<file path="src/rtl/even_seq_pkg.sv">
// Shared types and constants for the even-sequence controller.
package even_seq_pkg;

    typedef enum logic [1:0] {
        IDLE = 2'd0,
        RUN  = 2'd1,
        DONE = 2'd2
    } state_t;

    localparam int unsigned EVEN_STEP = 2;
    // Slice to the datapath width at the point of use to clear bit0.
    localparam logic [31:0] EVEN_MASK = 32'hFFFF_FFFE;

endpackage

</file>
<file path="src/rtl/even_value_reg.sv">
// Value register for the even sequence: load, step by EVEN_STEP, or hold; flags equality with the limit.
module even_value_reg
    import even_seq_pkg::*;
#(
    parameter int WIDTH = 4
) (
    input  logic             clk,
    input  logic             rst,
    input  logic             load,
    input  logic             inc,
    input  logic [WIDTH-1:0] load_val,
    input  logic [WIDTH-1:0] limit,
    output logic [WIDTH-1:0] value,
    output logic             at_limit
);

    always_ff @(posedge clk) begin
        if (rst)
            value <= '0;
        else if (load)
            value <= load_val;
        else if (inc)
            value <= value + WIDTH'(EVEN_STEP);
    end

    assign at_limit = (value == limit);

endmodule

</file>
<file path="src/rtl/even_seq_ctrl.sv">
// Handshaked even-value sequencer (one-shot / continuous, start/stop, done and cfg_err pulses).
// Optional beat counter output when EVEN_SEQ_BEAT_COUNT_EN is defined.
module even_seq_ctrl
    import even_seq_pkg::*;
#(
    parameter int WIDTH = 4
) (
    input  logic             clk,
    input  logic             rst,
    input  logic             start,
    input  logic             stop,
    input  logic [WIDTH-1:0] cfg_start,
    input  logic [WIDTH-1:0] cfg_limit,
    input  logic             cfg_continuous,
    output logic             out_valid,
    input  logic             out_ready,
    output logic [WIDTH-1:0] out_data,
    output logic             busy,
    output logic             done,
    output logic             cfg_err
`ifdef EVEN_SEQ_BEAT_COUNT_EN
    ,
    output logic [WIDTH-1:0] beat_cnt
`endif
);

    localparam logic [WIDTH-1:0] MASK = EVEN_MASK[WIDTH-1:0];

    state_t           state, state_nx;
    logic [WIDTH-1:0] s_q, l_q;
    logic             cont_q;
    logic [WIDTH-1:0] s_in, l_in;
    logic             start_ok, start_rej, hs, at_limit;
    logic             v_load, v_inc;
    logic [WIDTH-1:0] v_load_val;

    assign s_in      = cfg_start & MASK;
    assign l_in      = cfg_limit & MASK;
    assign start_ok  = (state == IDLE) && start && (s_in <= l_in);
    assign start_rej = (state == IDLE) && start && (s_in > l_in);
    assign hs        = out_valid && out_ready;

    always_ff @(posedge clk) begin
        if (rst) begin
            state   <= IDLE;
            s_q     <= '0;
            l_q     <= '0;
            cont_q  <= 1'b0;
            cfg_err <= 1'b0;
        end else begin
            state   <= state_nx;
            cfg_err <= start_rej;
            if (start_ok) begin
                s_q    <= s_in;
                l_q    <= l_in;
                cont_q <= cfg_continuous;
            end
        end
    end

    // Stop wins over wrap/DONE; a beat handshaken alongside stop is still
    // considered delivered, but the value is not advanced since the run ends.
    always_comb begin
        state_nx   = state;
        v_load     = 1'b0;
        v_inc      = 1'b0;
        v_load_val = s_q;
        case (state)
            IDLE: begin
                if (start_ok) begin
                    state_nx   = RUN;
                    v_load     = 1'b1;
                    v_load_val = s_in;
                end
            end
            RUN: begin
                if (stop) begin
                    state_nx = IDLE;
                end else if (hs) begin
                    if (!at_limit)
                        v_inc = 1'b1;
                    else if (cont_q)
                        v_load = 1'b1;
                    else
                        state_nx = DONE;
                end
            end
            DONE:    state_nx = IDLE;
            default: state_nx = IDLE;
        endcase
    end

    even_value_reg #(.WIDTH(WIDTH)) u_val (
        .clk      (clk),
        .rst      (rst),
        .load     (v_load),
        .inc      (v_inc),
        .load_val (v_load_val),
        .limit    (l_q),
        .value    (out_data),
        .at_limit (at_limit)
    );

    assign out_valid = (state == RUN);
    assign busy      = (state == RUN);
    assign done      = (state == DONE);

`ifdef EVEN_SEQ_BEAT_COUNT_EN
    always_ff @(posedge clk) begin
        if (rst || start_ok)
            beat_cnt <= '0;
        else if (hs && (beat_cnt != {WIDTH{1'b1}}))
            beat_cnt <= beat_cnt + 1'b1;
    end
`endif

endmodule

</file>
<file path="config.mk">
export PLATFORM = sky130hd
export DESIGN_NAME = even_seq_ctrl
export DESIGN_NICKNAME = d
export VERILOG_FILES = /design/src/rtl/even_seq_pkg.sv /design/src/rtl/even_value_reg.sv /design/src/rtl/even_seq_ctrl.sv
export SDC_FILE = /design/constraint.sdc
export NUM_CORES = 1
export LEC_CHECK = 0
export CORE_MARGIN = 2
export CORE_UTILIZATION = 45
export CTS_BUF_LIST = sky130_fd_sc_hd__clkbuf_4 sky130_fd_sc_hd__clkbuf_8
export DETAILED_ROUTE_END_ITERATION = 10
export PLACE_DENSITY = 0.77
export RECOVER_POWER = 100
export SETUP_SLACK_MARGIN = 0.15
export SYNTH_ARGS = -nofsm -noshare
export SYNTH_HDL_FRONTEND = slang
export SYNTH_SLANG_ARGS = --single-unit
</file>
<file path="constraint.sdc">
create_clock -name clk -period 1.8 [get_ports clk]
set_input_delay 0.36 -clock clk [delete_from_list [all_inputs] [get_ports clk]]
set_output_delay 0.36 -clock clk [all_outputs]
set_load 0.005 [all_outputs]
</file>
==> impl_metrics.json <==
{
  "status": "completed",
  "netlist_area_um2": 900,
  "multi_input_area_um2": 764,
  "core_um2": 1920,
  "initial_core_util_pct": 46.8,
  "htree_levels": 1,
  "dpl_cell_area_um2": 1280,
  "vdd_drop_max_mv": 0.528,
  "worst_pin_slew_ns": 0.380,
  "ant_nets": 0,
  "timing.hold.ws_ns": 0.374,
  "holdBufCountCts": 0,
  "syn_inst": 98,
  "overflow": 0,
  "combPwrFrac_pct": 41.7,
  "netlist.area_leader.share_pct": 33.4,
  "cap_violations": 0,
  "p_switching_uw": 357,
  "critPathMaxFanout": 5,
  "period_share_pct": 99.1,
  "grt_pass1_vias": 976,
  "port-buffer-count": 19,
  "grt_max_degree": 16,
  "worstSetupPathType": "in -> reg",
  "fin_util_pct": 79.3,
  "end_kind": "flop",
  "netlist.top_cell.by_area": "dfxtp_1",
  "dp_slack_ns": -0.621,
  "hpwlAfterDp_um": 1820,
  "p_per_area_nw_per_um2": 674,
  "tns_ns": 0,
  "p_total_mw": 1.03,
  "instances_no_fill": 166,
  "hold_path_class": "in -> reg",
  "clockPowerShare_pct": 20.0,
  "cts_root_buffer": "clkbuf_4",
  "die_x_um": 48.7,
  "synth_compound_area_share_pct": 18.9,
  "wl_per_cell_um": 17.9,
  "layout_commonest_cell": "buf_4",
  "drtPass1Iterations": 4,
  "fill_cells": 126,
  "grt_pass1_wl_um": 4620,
  "vias_per_cell": 5.89,
  "critPathArrivalTime_ns": 1.97,
  "finalHoldViolCount": 0,
  "synth-xor-area-share_pct": 4.87,
  "yosys.area_share.adder_pct": 5.56,
  "async_flop_share_pct": 0,
  "gp_congestion": 0.783,
  "synthesis.nets": 116,
  "row_count": 16,
  "drc": 0,
  "leakage_nw": 0.651,
  "finalSetupViolCount": 0,
  "drtIter0Drc": 21,
  "synth_cell_type_count": 40,
  "finalWorstSetupSlack_ns": 0.0161,
  "cts_buffers": 3,
  "synth-seq-area-share_pct": 33.4,
  "synthSimpleGateAreaFrac_pct": 24.5,
  "vias": 977,
  "synth.top_cells.by_area": "dfxtp_1 (33%), mux2i_1 (7.8%), ha_1 (5.6%)",
  "syn_area_per_cell_um2": 9.18,
  "crit_path_start_kind": "input pin",
  "clkSlewWorstSetupHoldPaths_ns": 0.10,
  "final_cell_mix": "buf_4 (18), nor2_1 (13), mux2i_1 (7), clkdlybuf4s50_1 (7), dlygate4sd2_1 (7)",
  "routed_wl_um": 2970,
  "internal-power_uw": 671,
  "dieArea_um2": 2370,
  "clk-insertion-delay-late_ns": 0.29,
  "max_freq_mhz": 561,
  "cts.sinks": 15,
  "synth_top_family_by_area": "simple AND/OR/NAND/NOR gates",
  "antenna_found_initial": 0,
  "grt_setup_unrepaired": "yes",
  "fin_skew_ns": 0.00636,
  "regArea_um2": 319,
  "io_pins": 22,
  "synth_mux_area_share_pct": 7.79,
  "swShare_pct": 34.7,
  "syn_to_final_growth_pct": 69.4,
  "grt_use_total_pct": 25.3,
  "yosys_warnings": 0,
  "period_needed_ns": 1.78,
  "slew_viol_final": 0,
  "dp.cells": 157,
  "synthFlopType": "dfxtp_1",
  "final_nets": 158,
  "synth_edf_count": 0,
  "worstPathRequired_ns": 1.98,
  "dieHeight_um": 48.7,
  "antenna_cells": 0,
  "cts_buffer_depth": 2,
  "relSlewSlack_pct": 74.6,
  "cts_tree": "yes",
  "yosys_register_bits": 15,
  "p_seq_share_pct": 38.3,
  "post_route_cells_drive_above_1_share_pct": 46.8,
  "fin_area_um2": 1520
}
[area by class of cell]
type	instances	share of cell area [%]
clock buffers	3	1.48
well taps	27	2.22
multi-input cells	73	50.2
repair buffers	40	22.7
inverters	7	2.22
clock inverters	1	0.328
flip-flops and latches	15	20.9
[sequential cells by signal, indices dropped and copies added, names as in the netlist]
name         flops
cfg_err          1
state            2
u_val.value      4
s_q              4
l_q              3
cont_q           1
[per-layer routing]
metal	up-vias	wire length (um)	GRT usage, %
met1	467	1180	30.9
met4	0	148	12.4
met5	-	0	0
li1	439	-	-
met3	17	189	4.94
met2	54	1450	42.5
[cell usage after synthesis (2+ instances only)]
library cell  number
o41ai_2            2
a211oi_1           2
ha_1               4
nor2b_1            4
buf_4              2
nor3b_1            2
nor2_1            13
nor4b_1            2
o21ai_0            5
inv_1              7
nor3_1             2
dfxtp_1           15
a21oi_1            2
xor2_1             4
mux2i_1            7
[path summary, 6_finish.rpt]
kind	from	to	slack [ns]	cells past startpoint
worst max register to register	u_val.value[2]$_SDFFE_PP0P_	u_val.value[2]$_SDFFE_PP0P_	0.04	6
worst max-delay path	stop	u_val.value[2]$_SDFFE_PP0P_	0.02	5
worst min register to register	s_q[0]$_SDFF_PP0_	u_val.value[0]$_SDFFE_PP0P_	0.46	2
worst min-delay path	cfg_limit[3]	l_q[3]$_SDFFE_PP0P_	0.37	3
[critical path: stages]
cell	delay, ns
clkdlybuf4s50_1	0.50
and4bb_2	0.28
and3_4	0.22
or2_4	0.24
a2111oi_4	0.36
[power groups by stage]
stage	sequential, mW	clock (mW)	combinational, mW
global route	0.396	0.228	0.454
finish	0.393	0.206	0.429
CTS	0.389	0.205	0.356
global placement	0.384	0	0.296
detailed placement	0.385	0	0.307
floorplan	0.383	0	0.182
[logic make-up after synthesis]
logic type | after synthesis
muxes | 7
DFF | 15
xor gates and xnor gates | 5
buffers and inverters | 10
and+or+nand+nor | 36
adders and majority gates | 4
AOI/OAI and AO/OA | 21
[repair_timing]
action	in CTS	in global routing
endpoints found under the hold margin	0	0
gates resized for setup	42	21
pin swaps	15	11
setup endpoints to repair	17	13
gates cloned	0	0
setup buffers	2	3
Note: power is estimated with default switching activity, not from simulation.
